--- config.mk ---
export PLATFORM = sky130hd
export DESIGN_NAME = count_seq_ctrl
export DESIGN_NICKNAME = d
export VERILOG_FILES = /design/src/rtl/count_seq_pkg.sv /design/src/rtl/seq_timer.sv /design/src/rtl/count_seq_ctrl.sv
export SDC_FILE = /design/constraint.sdc
export NUM_CORES = 1
export LEC_CHECK = 0
export BUFFER_PORTS_ARGS = -buffer_cell sky130_fd_sc_hd__buf_2
export CAP_MARGIN = 20
export CORE_MARGIN = 2
export CORE_UTILIZATION = 25
export DETAILED_ROUTE_END_ITERATION = 7
export PLACE_DENSITY_LB_ADDON = 0.12
export SETUP_SLACK_MARGIN = 0.15
export SYNTH_ARGS = -nofsm -noshare
export SYNTH_HDL_FRONTEND = slang
export SYNTH_HIERARCHICAL = 1
export SYNTH_SLANG_ARGS = --single-unit
--- constraint.sdc ---
create_clock -name clk -period 13.3 [get_ports clk]
set_clock_uncertainty 0.2 [all_clocks]
set_input_delay 0.665 -clock clk [delete_from_list [all_inputs] [get_ports clk]]
set_output_delay 0.665 -clock clk [all_outputs]
set_load 0.02 [all_outputs]
--- src/rtl/count_seq_pkg.sv ---
// Shared types and constants for the step-counter / sync-pulse sequencer.
package count_seq_pkg;

    localparam int CNT_W  = 16;
    localparam int STEP_W = 3;

    typedef enum logic [2:0] {
        ST_IDLE  = 3'd0,
        ST_COUNT = 3'd1,
        ST_DELAY = 3'd2,
        ST_PULSE = 3'd3,
        ST_DRAIN = 3'd4
    } seq_state_e;

    typedef struct packed {
        logic [STEP_W-1:0] step;
        logic [CNT_W-1:0]  thresh;
    } seq_cfg_t;

    function automatic int max3(input int a, input int b, input int c);
        int m;
        m = (a > b) ? a : b;
        return (m > c) ? m : c;
    endfunction

endpackage

--- src/rtl/seq_timer.sv ---
// Loadable down-counter shared by the DELAY, PULSE and DRAIN phases.
module seq_timer #(
    parameter int W = 3
) (
    input  logic         clk,
    input  logic         reset,
    input  logic         load_i,
    input  logic [W-1:0] value_i,
    output logic [W-1:0] count_o,
    output logic         expire_o
);

    logic [W-1:0] cnt_q;

    // Counts down to zero and parks there until the next load.
    always_ff @(posedge clk) begin
        if (reset) begin
            cnt_q <= '0;
        end else if (load_i) begin
            cnt_q <= value_i;
        end else if (cnt_q != '0) begin
            cnt_q <= cnt_q - 1'b1;
        end
    end

    assign count_o  = cnt_q;
    assign expire_o = (cnt_q == '0);

endmodule

--- src/rtl/count_seq_ctrl.sv ---
// Sequencer: step counter to threshold, delayed sync pulse, drain period, done strobe.
module count_seq_ctrl
    import count_seq_pkg::*;
#(
    parameter int WIDTH        = 16,
    parameter int STEP_W       = 3,
    parameter int DEF_STEP     = 2,
    parameter int DEF_THRESH   = 16,
    parameter int PULSE_DELAY  = 2,
    parameter int PULSE_WIDTH  = 1,
    parameter int DRAIN_CYCLES = 4
) (
    input  logic              clk,
    input  logic              reset,
    input  logic              cfg_we_i,
    input  logic [STEP_W-1:0] cfg_step_i,
    input  logic [WIDTH-1:0]  cfg_thresh_i,
    output logic              cfg_err_o,
    input  logic              start_i,
    input  logic              abort_i,
    output logic [WIDTH-1:0]  count_o,
    output logic              busy_o,
    output logic              thr_hit_o,
    output logic              sync_pulse_o,
    output logic              done_o,
    output logic              miss_o
);

    localparam int TMR_W = $clog2(max3(PULSE_DELAY, PULSE_WIDTH, DRAIN_CYCLES) + 1);

    seq_state_e       state_q, state_d;
    seq_cfg_t         cfg_q, cfg_d;
    logic [WIDTH-1:0] count_q, count_d;
    logic             miss_q, miss_d;
    logic             done_q, done_d;
    logic             thr_hit_q, thr_hit_d;
    logic             sync_q, sync_d;
    logic             busy_q, busy_d;
    logic             cfg_err_q, cfg_err_d;
    logic             tmr_load;
    logic [TMR_W-1:0] tmr_value;
    logic [TMR_W-1:0] tmr_count;
    logic             tmr_expire;
    logic [WIDTH:0]   sum_wide;

    seq_timer #(.W(TMR_W)) u_timer (
        .clk      (clk),
        .reset    (reset),
        .load_i   (tmr_load),
        .value_i  (tmr_value),
        .count_o  (tmr_count),
        .expire_o (tmr_expire)
    );

    // One extra bit so an overshoot past 2^WIDTH-1 still compares as "above threshold".
    assign sum_wide = {1'b0, count_q} + {{(WIDTH + 1 - STEP_W){1'b0}}, cfg_q.step};

    always_comb begin
        cfg_d     = cfg_q;
        cfg_err_d = 1'b0;
        if (cfg_we_i) begin
            if (state_q == ST_IDLE && cfg_step_i != '0) begin
                cfg_d.step   = cfg_step_i;
                cfg_d.thresh = cfg_thresh_i;
            end else begin
                cfg_err_d = 1'b1;
            end
        end

        state_d   = state_q;
        count_d   = count_q;
        miss_d    = miss_q;
        done_d    = 1'b0;
        thr_hit_d = 1'b0;
        tmr_load  = 1'b0;
        tmr_value = '0;

        // The hit is detected on the value being loaded so thr_hit lines up with count showing thresh.
        case (state_q)
            ST_IDLE: begin
                if (start_i) begin
                    count_d = '0;
                    miss_d  = 1'b0;
                    if (cfg_d.thresh == '0) begin
                        thr_hit_d = 1'b1;
                        state_d   = ST_DELAY;
                        tmr_load  = 1'b1;
                        tmr_value = TMR_W'(PULSE_DELAY - 1);
                    end else begin
                        state_d = ST_COUNT;
                    end
                end
            end
            ST_COUNT: begin
                if (sum_wide == {1'b0, cfg_q.thresh}) begin
                    count_d   = sum_wide[WIDTH-1:0];
                    thr_hit_d = 1'b1;
                    state_d   = ST_DELAY;
                    tmr_load  = 1'b1;
                    tmr_value = TMR_W'(PULSE_DELAY - 1);
                end else if (sum_wide > {1'b0, cfg_q.thresh}) begin
                    miss_d  = 1'b1;
                    done_d  = 1'b1;
                    state_d = ST_IDLE;
                end else begin
                    count_d = sum_wide[WIDTH-1:0];
                end
            end
            ST_DELAY: begin
                count_d = sum_wide[WIDTH-1:0];
                if (tmr_expire) begin
                    state_d   = ST_PULSE;
                    tmr_load  = 1'b1;
                    tmr_value = TMR_W'(PULSE_WIDTH - 1);
                end
            end
            ST_PULSE: begin
                count_d = sum_wide[WIDTH-1:0];
                if (tmr_expire) begin
                    state_d   = ST_DRAIN;
                    tmr_load  = 1'b1;
                    tmr_value = TMR_W'(DRAIN_CYCLES);
                end
            end
            ST_DRAIN: begin
                // DRAIN spans DRAIN_CYCLES+1 cycles; done is raised on the last one.
                count_d = sum_wide[WIDTH-1:0];
                if (tmr_count == TMR_W'(1)) begin
                    done_d = 1'b1;
                end
                if (tmr_expire) begin
                    state_d = ST_IDLE;
                end
            end
            default: state_d = ST_IDLE;
        endcase

        if (abort_i) begin
            state_d   = ST_IDLE;
            count_d   = count_q;
            miss_d    = miss_q;
            done_d    = 1'b0;
            thr_hit_d = 1'b0;
            tmr_load  = 1'b0;
        end

        sync_d = (state_d == ST_PULSE);
        busy_d = (state_d != ST_IDLE);
    end

    always_ff @(posedge clk) begin
        if (reset) begin
            state_q     <= ST_IDLE;
            cfg_q.step  <= STEP_W'(DEF_STEP);
            cfg_q.thresh <= WIDTH'(DEF_THRESH);
            count_q     <= '0;
            miss_q      <= 1'b0;
            done_q      <= 1'b0;
            thr_hit_q   <= 1'b0;
            sync_q      <= 1'b0;
            busy_q      <= 1'b0;
            cfg_err_q   <= 1'b0;
        end else begin
            state_q     <= state_d;
            cfg_q       <= cfg_d;
            count_q     <= count_d;
            miss_q      <= miss_d;
            done_q      <= done_d;
            thr_hit_q   <= thr_hit_d;
            sync_q      <= sync_d;
            busy_q      <= busy_d;
            cfg_err_q   <= cfg_err_d;
        end
    end

    assign count_o      = count_q;
    assign busy_o       = busy_q;
    assign thr_hit_o    = thr_hit_q;
    assign sync_pulse_o = sync_q;
    assign done_o       = done_q;
    assign miss_o       = miss_q;
    assign cfg_err_o    = cfg_err_q;

endmodule

=== After elaboration in Yosys (flattened, before gate mapping) ===
Cells that the tools add are included.

* Register bits: 47
* Bits in latches: 0
* RAM bits: 0
* Bits in read-only memories: 0
* Input bits: 24
* Word-level logic and storage cells: 82
* Memories: 0

* $add $sub $neg: 2
* Multiply operators: 0
* Div/mod/pow operators: 0
* Magnitude comparators: 1
* Equality and inequality tests: 11
* Shift operators: 0
* Mux-type cells: 38
* Bitwise logic cells: 2
* Reduce and logical (&&, ||, !) cells: 17

{| class="wikitable"
|+ Operator list
! cell !! number
|-
| 16-bit 2-to-1 mux || 5
|-
| 16-bit one-hot mux with 3 select lines || 1
|-
| 3-bit 2-to-1 mux || 10
|-
| 16-bit by 3-bit adder with 17-bit output || 1
|-
| 17-bit by 16-bit == test with 1-bit output || 1
|-
| 17-bit by 16-bit > comparator with 1-bit output || 1
|-
| 16-bit logical NOT || 1
|-
| 1-bit 2-to-1 mux || 15
|-
| 3-bit one-hot mux with 5 select lines || 1
|-
| 3-bit nonzero test || 4
|-
| 3-bit by 2-bit == test with 1-bit output, second input constant || 3
|-
| 3-bit one-hot mux with 3 select lines || 1
|-
| 3-bit by 1-bit == test with 1-bit output, second input constant || 2
|-
| 3-bit logical NOT || 2
|-
| 2-bit != test, second input constant || 3
|-
| 1-bit one-hot mux with 2 select lines || 3
|-
| 2-bit OR reduction || 3
|-
| 5-bit AND reduction || 1
|-
| 4-bit AND reduction || 1
|-
| 2-bit nonzero test || 2
|-
| 3-bit == test, second input constant || 1
|-
| 3-bit != test, second input constant || 1
|-
| 1-bit one-hot mux with 3 select lines || 1
|-
| 3-bit OR reduction || 1
|-
| other kinds (5) || 6
|}

=== Depth between registers and ports, before layout ===
Gate-level depths: netlist of the first run.

* Depth in word-level cells: 10
* Gate-level depth with buffers: 18

=== Modules after synthesis ===
The synthesis of the first run kept the hierarchy.

{| class="wikitable"
|+ By module, submodules not included
! module !! times used !! cells each !! area an instance (µm²) !! sequential area each (µm²)
|-
| count_seq_ctrl || 1 || 344 || 2700.1 || 880.8
|-
| seq_timer || 1 || 22 || 206.4 || 60.1
|}

=== Least setup slack after synthesis of the first run ===
OpenSTA, ideal clock, no wires.

* Path kind: register to register
* From: register, netlist name count_o[0]
* To: register u_timer.cnt_q[0], in the netlist u_timer/count_o[0]
* Library setup time: 0.112 ns
* Arrival: 4.479 ns
* Path slack: 8.509 ns
* Cell stages (with the launch flop): 19
* Path buffers: 0
* Clock period less this slack: 4.791 ns
* Path through: dfxtp_1 -> ha_1 -> inv_1 -> fa_1 -> nor2b_1 -> o2111a_2 -> inv_1 -> nor2_1 -> xor2_1 -> ha_1 -> nand3_1 -> nor4_2 -> and4_1 -> nand2_1 -> o21ai_1 -> nor2_1 -> a2111oi_0 -> nor2b_1 -> a2111oi_1

{| class="wikitable"
|+ RTL lines
! item !! line !! source
|-
| to (signal assigned) || seq_timer.sv:20 || <nowiki>cnt_q <= value_i;</nowiki>
|-
| to (signal assigned) || seq_timer.sv:22 || <nowiki>cnt_q <= cnt_q - 1'b1;</nowiki>
|-
| to (decl) || seq_timer.sv:13 || <nowiki>logic [W-1:0] cnt_q;</nowiki>
|}

==> results of run 1 <==
## metal layers
metal | wire length, um | GRT usage, %
met1 | 4418 | 19.67
met3 | 237 | 2.450
met2 | 3645 | 22.06
met5 | 0 | 0
met4 | 146 | 4.115
## power breakdown
part	internal, mW	switching (mW)
logic	0.0304	0.0395
clock network	0.0801	0.0564
registers	0.149	0.00797
total	0.260	0.104
## cells in the final DEF (no fill, tap or decap), types with 4 or more instances in the layout
cell type / Yosys / layout
o211ai_1: 6 / 6
inv_1: 33 / 33
nand2_1: 74 / 74
o21ai_0: 7 / 7
ha_1: 21 / 21
nor4_1: 8 / 8
clkbuf_16: 0 / 5
nand3_1: 13 / 13
mux2i_1: 11 / 11
nor2_1: 16 / 16
buf_2: 1 / 45
nor2b_1: 8 / 8
a21oi_1: 26 / 26
dfxtp_1: 47 / 47
xnor2_1: 11 / 11
a221oi_1: 4 / 4
nand4_1: 4 / 4
## state kept, by name, summed over array words and instances (netlist names)
register,cells
thr_hit_o,1
miss_o,1
cfg_err_o,1
count_o,16
done_o,1
sync_pulse_o,1
cfg_q,19
state_q,3
u_timer/count_o,3
busy_o,1
## per-stage QoR
step	setup slack, ns	power [mW]	instances
after floorplan	8.509	0.2114	366
after global placement	8.888	0.2315	542
after detailed placement	8.780	0.2316	542
after CTS	8.730	0.3683	550
after global routing	8.203	0.3868	550
final	8.741	0.3638	550
## how the worst min path moves through the flow
stage	end	startpoint
floorplan	cfg_q[16]	cfg_q[16]
global placement	cfg_q[16]	cfg_q[16]
detailed placement	cfg_q[16]	cfg_q[16]
CTS	cfg_q[16]	cfg_q[16]
global route	cfg_q[16]	cfg_q[16]
finish	cfg_q[16]	cfg_q[16]
## worst min-delay path, stage by stage (launching register included)
cell and delay, ns:
dfxtp_1 0.31, nand2_1 0.05, a21oi_1 0.05
## cell families (layout without fill, tap and decap cells)
logic type      count (synthesis)  in the layout  share of synthesized area, %
other cells                     1              1                        0.1290
compound gates                 72             72                         16.87
buf+inv                        48             89                         7.017
xor+xnor                       14             14                         4.219
flops                          47             47                         32.37
fa+ha+maj                      22             22                         9.729
simple gates                  151            151                         25.87
mux                            11             11                         3.788
## area by class of cell
cell class                 instances  area [um^2]  area share [%]
multi-input combinational        271         1762           51.61
clock buffer                       7        152.6           4.472
inverter                          33        123.9           3.629
timing repair buffer              48        247.7           7.258
clock inverter                     1        7.507          0.2199
tap                              143        178.9           5.242
sequential                        47        940.9           27.57
==> summary.md, run 1 <==
| Metric | Value |
|---|---|
| Status | completed |
| CTS tree | built |
| Main synth FF type | dfxtp_1 |
| Fin. Hold Viols | 0 |
| Post-route ant nets | 0 |
| Top cells by area, synth | dfxtp_1, nand2_1, ha_1 |
| PwrDens | about 110 nW/um^2 |
| Crit path capture | u_timer/count_o[1] |
| Synth Instances | ~370 |
| Critical Path Stages | 19 |
| WP data arrival | 4.53 ns |
| Critical path buffer and inverter count | 3 |
| Worst min-delay path category | reg2reg |
| FF-to-FF setup slack | 8.74 ns |
| Register area share after synthesis | 32.37% |
| Area after DPL | approximately 3300 um^2 |
| Final HPWL from detailed placement | 6.612 mm |
| First-pass GRT wire length | around 14 mm |
| TNS Setup | 0 ns |
| Max IR drop VDD | 0.06323 mV |
| Routed WL | 8.449 mm |
| I/O Buffers | 45 |
| First-pass DRT Iterations | 4 |
| Synth warn | 6 |
| DRC viols | 0 |
| CTS sink count | 47 |
| Flops & latches, synth | 47 |
| R2R Path End | u_timer/count_o[1] |
| Fin crit share | approximately 34% |
| Syn-to-layout area delta | 17.43% |
| Largest net degree at the start of global routing | 27 |
| Post_cts resized | 0 |
| Die width | 111.8 um |
| Startpoint Class | register |
| GP Congestion | 0.8208 |
| Clk_lat worst skew | approximately 0.29 ns |
| Vias/cell | roughly 5 |
| Share of cells above drive strength 1 | 16.46% |
| Hold buffer count at cts | 0 |
| Initial antenna violation count | 0 |
| Crit. End Element | register |
| Critical path's largest stage delay | approximately 0.4 ns |
| Ports | 46 |
| Top-count cell post-synth | nand2_1 |
| Synth Area per Inst | 7.941 um^2 |
| R2R cell count | 19 |
| Top cells by count, synth | nand2_1, dfxtp_1, inv_1 |
| Netlist Area Pre-Place | around 2900 um^2 |
| Final Core Density | 30.02% |
| Cell Chain, Critical Path | ha_1 -> inv_1 -> fa_1 -> nor2b_1 -> o2111a_2 -> inv_1 -> nor2_1 -> xor2_1 -> ha_1 -> nand3_1 -> nor4_2 -> and4_1 -> nand2_1 -> o21ai_1 -> nor2_1 -> a2111oi_0 -> buf_4 -> nor2b_1 -> a2111oi_1 |
| Worst Path Required | 13.27 ns |
| Vias | 2673 |
| Post-synth top area cell | dfxtp_1 |
| CP Max Fanout | 8 |
| Num CTS Buffers | 5 |
| Worst Tran Pin Value | 0.8318 ns |
| Worst r2r src | count_o[0] |
| Setup-failing EPs final | 0 |
| Yosys cell types | between 50 and 60 |
| Layout Nets | about 450 |
| Slew headroom | around 44% |
| Crit Path Category | reg2reg |
| Max-capacitance violation count | 0 |
| Yosys top cell area share | ~32% |
| Setup bufs post-CTS | 0 |
| Core area | around 11000 um^2 |
| Cell area after layout | 3413 um^2 |
| Max Freq | roughly 220 MHz |
| Max H-tree Level | 2 |
| Number of synthesized flops with an enable pin | 0 |
| CP startpoint | count_o[0] |
| Final Slew Violations | 0 |
| Delay-heaviest family, CP | simple AND/OR/NAND/NOR gates |
| Initial Util | 25.56% |
| CTS Buffer Depth | 2 |
| CTS root buffer | clkbuf_16 |
| Die height | 111.8 um |
| Fillers | 1266 |
| Mean routed wirelength per cell | approximately 15 um |
| ANT cells | 0 |
| Asr flop ratio synth | 0% |
| RSZ-0062 raised after global routing | no |
| Reg clk slew, reported paths | about 0.07 ns |
| Total grt overflow | 0 |
| Worst path slowest cell | fa_1 |
| Leak | ~1.4 nW |
| Tot GR Track Use | 14.01% |
| DRT iter0 DRCs | ~110 |
| Die Footprint | 12500 um^2 |
| FP Rows | 39 |
| Vias in the first global route | around 2700 |
| Worst hold margin | 0.2621 ns |
| Synth Net Count | between 400 and 500 |
| WHS Path Cells | 2 |
| Fin crit period | around 4.6 ns |
Note: power is estimated with default switching activity, not from simulation.
==> run 2: changes to the inputs <==
--- a/config.mk
+++ b/config.mk
@@ -5,6 +5,7 @@
 export SDC_FILE = /design/constraint.sdc
 export NUM_CORES = 1
 export LEC_CHECK = 0
+export ABC_AREA = 1
 export BUFFER_PORTS_ARGS = -buffer_cell sky130_fd_sc_hd__buf_2
 export CAP_MARGIN = 20
 export CORE_MARGIN = 2
==> constraint.sdc (replaced) <==
create_clock -name clk -period 4.3 [get_ports clk]
set_clock_uncertainty 0.2 [all_clocks]
set_input_delay 0.215 -clock clk [delete_from_list [all_inputs] [get_ports clk]]
set_output_delay 0.215 -clock clk [all_outputs]
set_load 0.02 [all_outputs]
==> run 2 against run 1 <==
Non-clock buffer count up 1; highest routed layer unchanged; die area is 11% higher; sequential share of layout area down 3.1 points; cell area rose by 13%; fmax rose by 21%; critical endpoint unchanged; combinational power grew to 5.7 times the previous value; global-route usage is 0.79 points lower; largest power group is now the clock network; largest cell class unchanged.
==> summary.md, run 2 <==
| Metric | Value |
|---|---|
| Status | completed |
| Top cells by area, synth | dfxtp_1, nand2_1, inv_1 |
| Adder-Cell Fraction of Synth Area | around 8.7% |
| Fin. Hold Viols | 0 |
| Vias | approximately 3100 |
| Synth Area in XOR/XNOR | slightly below 3% |
| Clk_lat worst skew | 0.30 ns |
| Total grt overflow | 0 |
| Vias in the first global route | slightly above 3000 |
| Non-Filler Instances | just over 700 |
| ANT cells | 0 |
| Cell Chain, Critical Path | ha_1 -> nand3_1 -> nand2_1 -> nand2_1 -> nor2_1 -> nand2_1 -> nor2_4 -> nand4_1 -> and2_1 -> ha_1 -> nand2_1 -> nor2_1 -> nand4_1 -> nor3_1 -> nand3_1 -> a31oi_1 -> buf_4 -> inv_2 -> nand3_2 -> inv_1 -> nor2_1 -> nor2_1 |
| CTS tree | built |
| Tot GR Track Use | 13.22% |
| Die Footprint | 13870 um^2 |
| Max FFs per register | 19 |
| Netlist Area Pre-Place | 3237 um^2 |
| Top reg by flops | cfg_q |
| Share of cells above drive strength 1 | 13.72% |
| Vias/cell | 4.271 |
| Post-Synth Simple-Gate Area | 38.04% |
| GP Congestion | 0.9193 |
| WP data arrival | 3.77 ns |
| CTS Buffer Depth | 2 |
| TNS Setup | 0 ns |
| DRC viols | 0 |
| Top-count cell post-synth | nand2_1 |
| First-pass DRT Iterations | 4 |
| Main synth FF type | dfxtp_1 |
| Syn-to-layout area delta | 18.98% |
| Routed WL | 8.620 mm |
| Post-synth top area cell | dfxtp_1 |
| Max H-tree Level | 2 |
| Post-synthesis mux area share | 0% |
| RSZ-0062 raised after global routing | no |
| Setup-failing EPs final | 0 |
| Asr flop ratio synth | 0% |
| Max-capacitance violation count | 0 |
| Number of synthesized flops with an enable pin | 0 |
| Die height | 117.8 um |
| Slack of the critical path | 0.5285 ns |
| Synth Instances | 510 |
| Final HPWL from detailed placement | 6.830 mm |
| Worst Tran Pin Value | 0.7736 ns |
| Fin crit share | approximately 88% |
| Crit Path Category | reg2reg |
| CTS root buffer | clkbuf_16 |
| CP Max Fanout | 6 |
| Ports | 46 |
| Synth Net Count | about 560 |
| Initial Util | 25.65% |
| Fin crit period | 3.772 ns |
| FP Rows | approximately 40 |
| Commonest non-fill, non-tap cell in the layout | nand2_1 |
| Reg clk slew, reported paths | 0.07 ns |
| Crit. End Element | register |
| Startpoint Class | register |
| Largest net degree at the start of global routing | 40 |
| Top cells by count, synth | nand2_1, inv_1, nor2_1 |
| Yosys cell types | 37 |
| Num CTS Buffers | 5 |
| First-pass GRT wire length | 14.82 mm |
| Initial antenna violation count | 0 |
| Register area share after synthesis | between 20% and 30% |
| Leak | 1.937 nW |
| CTS sink count | 47 |
| Synth warn | 6 |
| Synth Area per Inst | 6.347 um^2 |
| Cells after DPL | 716 |
| Worst min-delay path category | in2reg |
| Worst Path Required | 4.29 ns |
| Place WS | 0.3179 ns |
| Mean routed wirelength per cell | 11.87 um |
| Setup bufs post-CTS | 0 |
| Flops & latches, synth | 47 |
| PwrDens | 367.9 nW/um^2 |
| Worst path slowest cell | ha_1 |
| Die width | 117.8 um |
| Post-route ant nets | 0 |
| I/O Buffers | 45 |
| Slew headroom | 48.42% |
| Synth Area in Compound Gates | 9.393% |
| Yosys top cell area share | around 29% |
| Core area | ~13000 um^2 |
| Layout Nets | 599 |
| Final Slew Violations | 0 |
| Main combinational cell family by area after synthesis | simple AND/OR/NAND/NOR gates |
| Most frequent cells in the layout | nand2_1, inv_1, nor2_1 |
| Max Freq | about 270 MHz |
| DRT iter0 DRCs | 109 |
| Max IR drop VDD | 0.1201 mV |
| Critical path's largest stage delay | roughly 0.35 ns |
[run 2: cell families (layout without fill, tap and decap cells)]
logic type,Yosys count,in the layout
and+or+nand+nor,281,281
AOI/OAI and AO/OA,53,53
other,1,1
buffers and inverters,95,139
adders and majority gates,22,22
DFF,47,47
xor gates and xnor gates,11,11
[run 2: worst max-delay path, delay by kind of cell, from the launching register on]
family                   cells  cell delay [ns]
AND/OR/NAND/NOR             16             2.00
adder cells (fa/ha/maj)      2             0.67
flip-flops                   1             0.33
buffers and inverters        3             0.27
AO/OA/AOI/OAI                1             0.21
[run 2: area by class of cell]
cell class	instances	area, um^2
tap	172	215.2
multi-input combinational	368	1931
sequential	47	940.9
fill	1469	8768
inverter	82	307.8
timing repair buffer	49	267.8
clock inverter	2	60.06
clock buffer	6	128.9
[run 2: routing by layer]
layer	vias up	routed length [um]	part of all wire, %	global-route usage (%)
met5	-	0	0	0
met2	55	3788	44	21.37
met3	11	304	3.5	2.568
met1	1339	4392	51	17.67
li1	1696	-	-	-
met4	0	133	1.5	4.292
[run 2: worst paths after layout]
check	from	end	slack, ns	cells after the start
setup / recovery	cfg_q[18]	u_timer/count_o[1]	0.53	22
hold / removal	cfg_step_i[1]	cfg_q[17]	0.008	3
setup reg to reg	cfg_q[18]	u_timer/count_o[1]	0.53	22
hold reg to reg	miss_o	miss_o	0.27	2
[run 2: report_power, final]
group	switching (mW)	internal (mW)
sequential	0.0310	0.475
combinational	0.256	0.146
clock	0.175	0.334
total	0.462	0.955
[run 2: stage by stage]
step	hold WS, ns	cell area [um^2]	utilization, %	power, mW
2_1_floorplan	0.07744	3237	-	0.8185
3_3_place_gp	0.2627	3622	28.70	0.9162
3_5_place_dp	0.2641	3622	28.70	0.9164
4_1_cts	0.008357	3831	30.36	1.434
5_1_grt	0.03565	3851	30.52	1.520
6_report	0.008285	3851	30.52	1.417
[run 2: repair_timing]
action / in CTS / in global routing
hold buffers: 2 / 0
gates resized for setup: 0 / 5
endpoints found under the hold margin: 2 / 0
setup endpoints to repair: 0 / 19
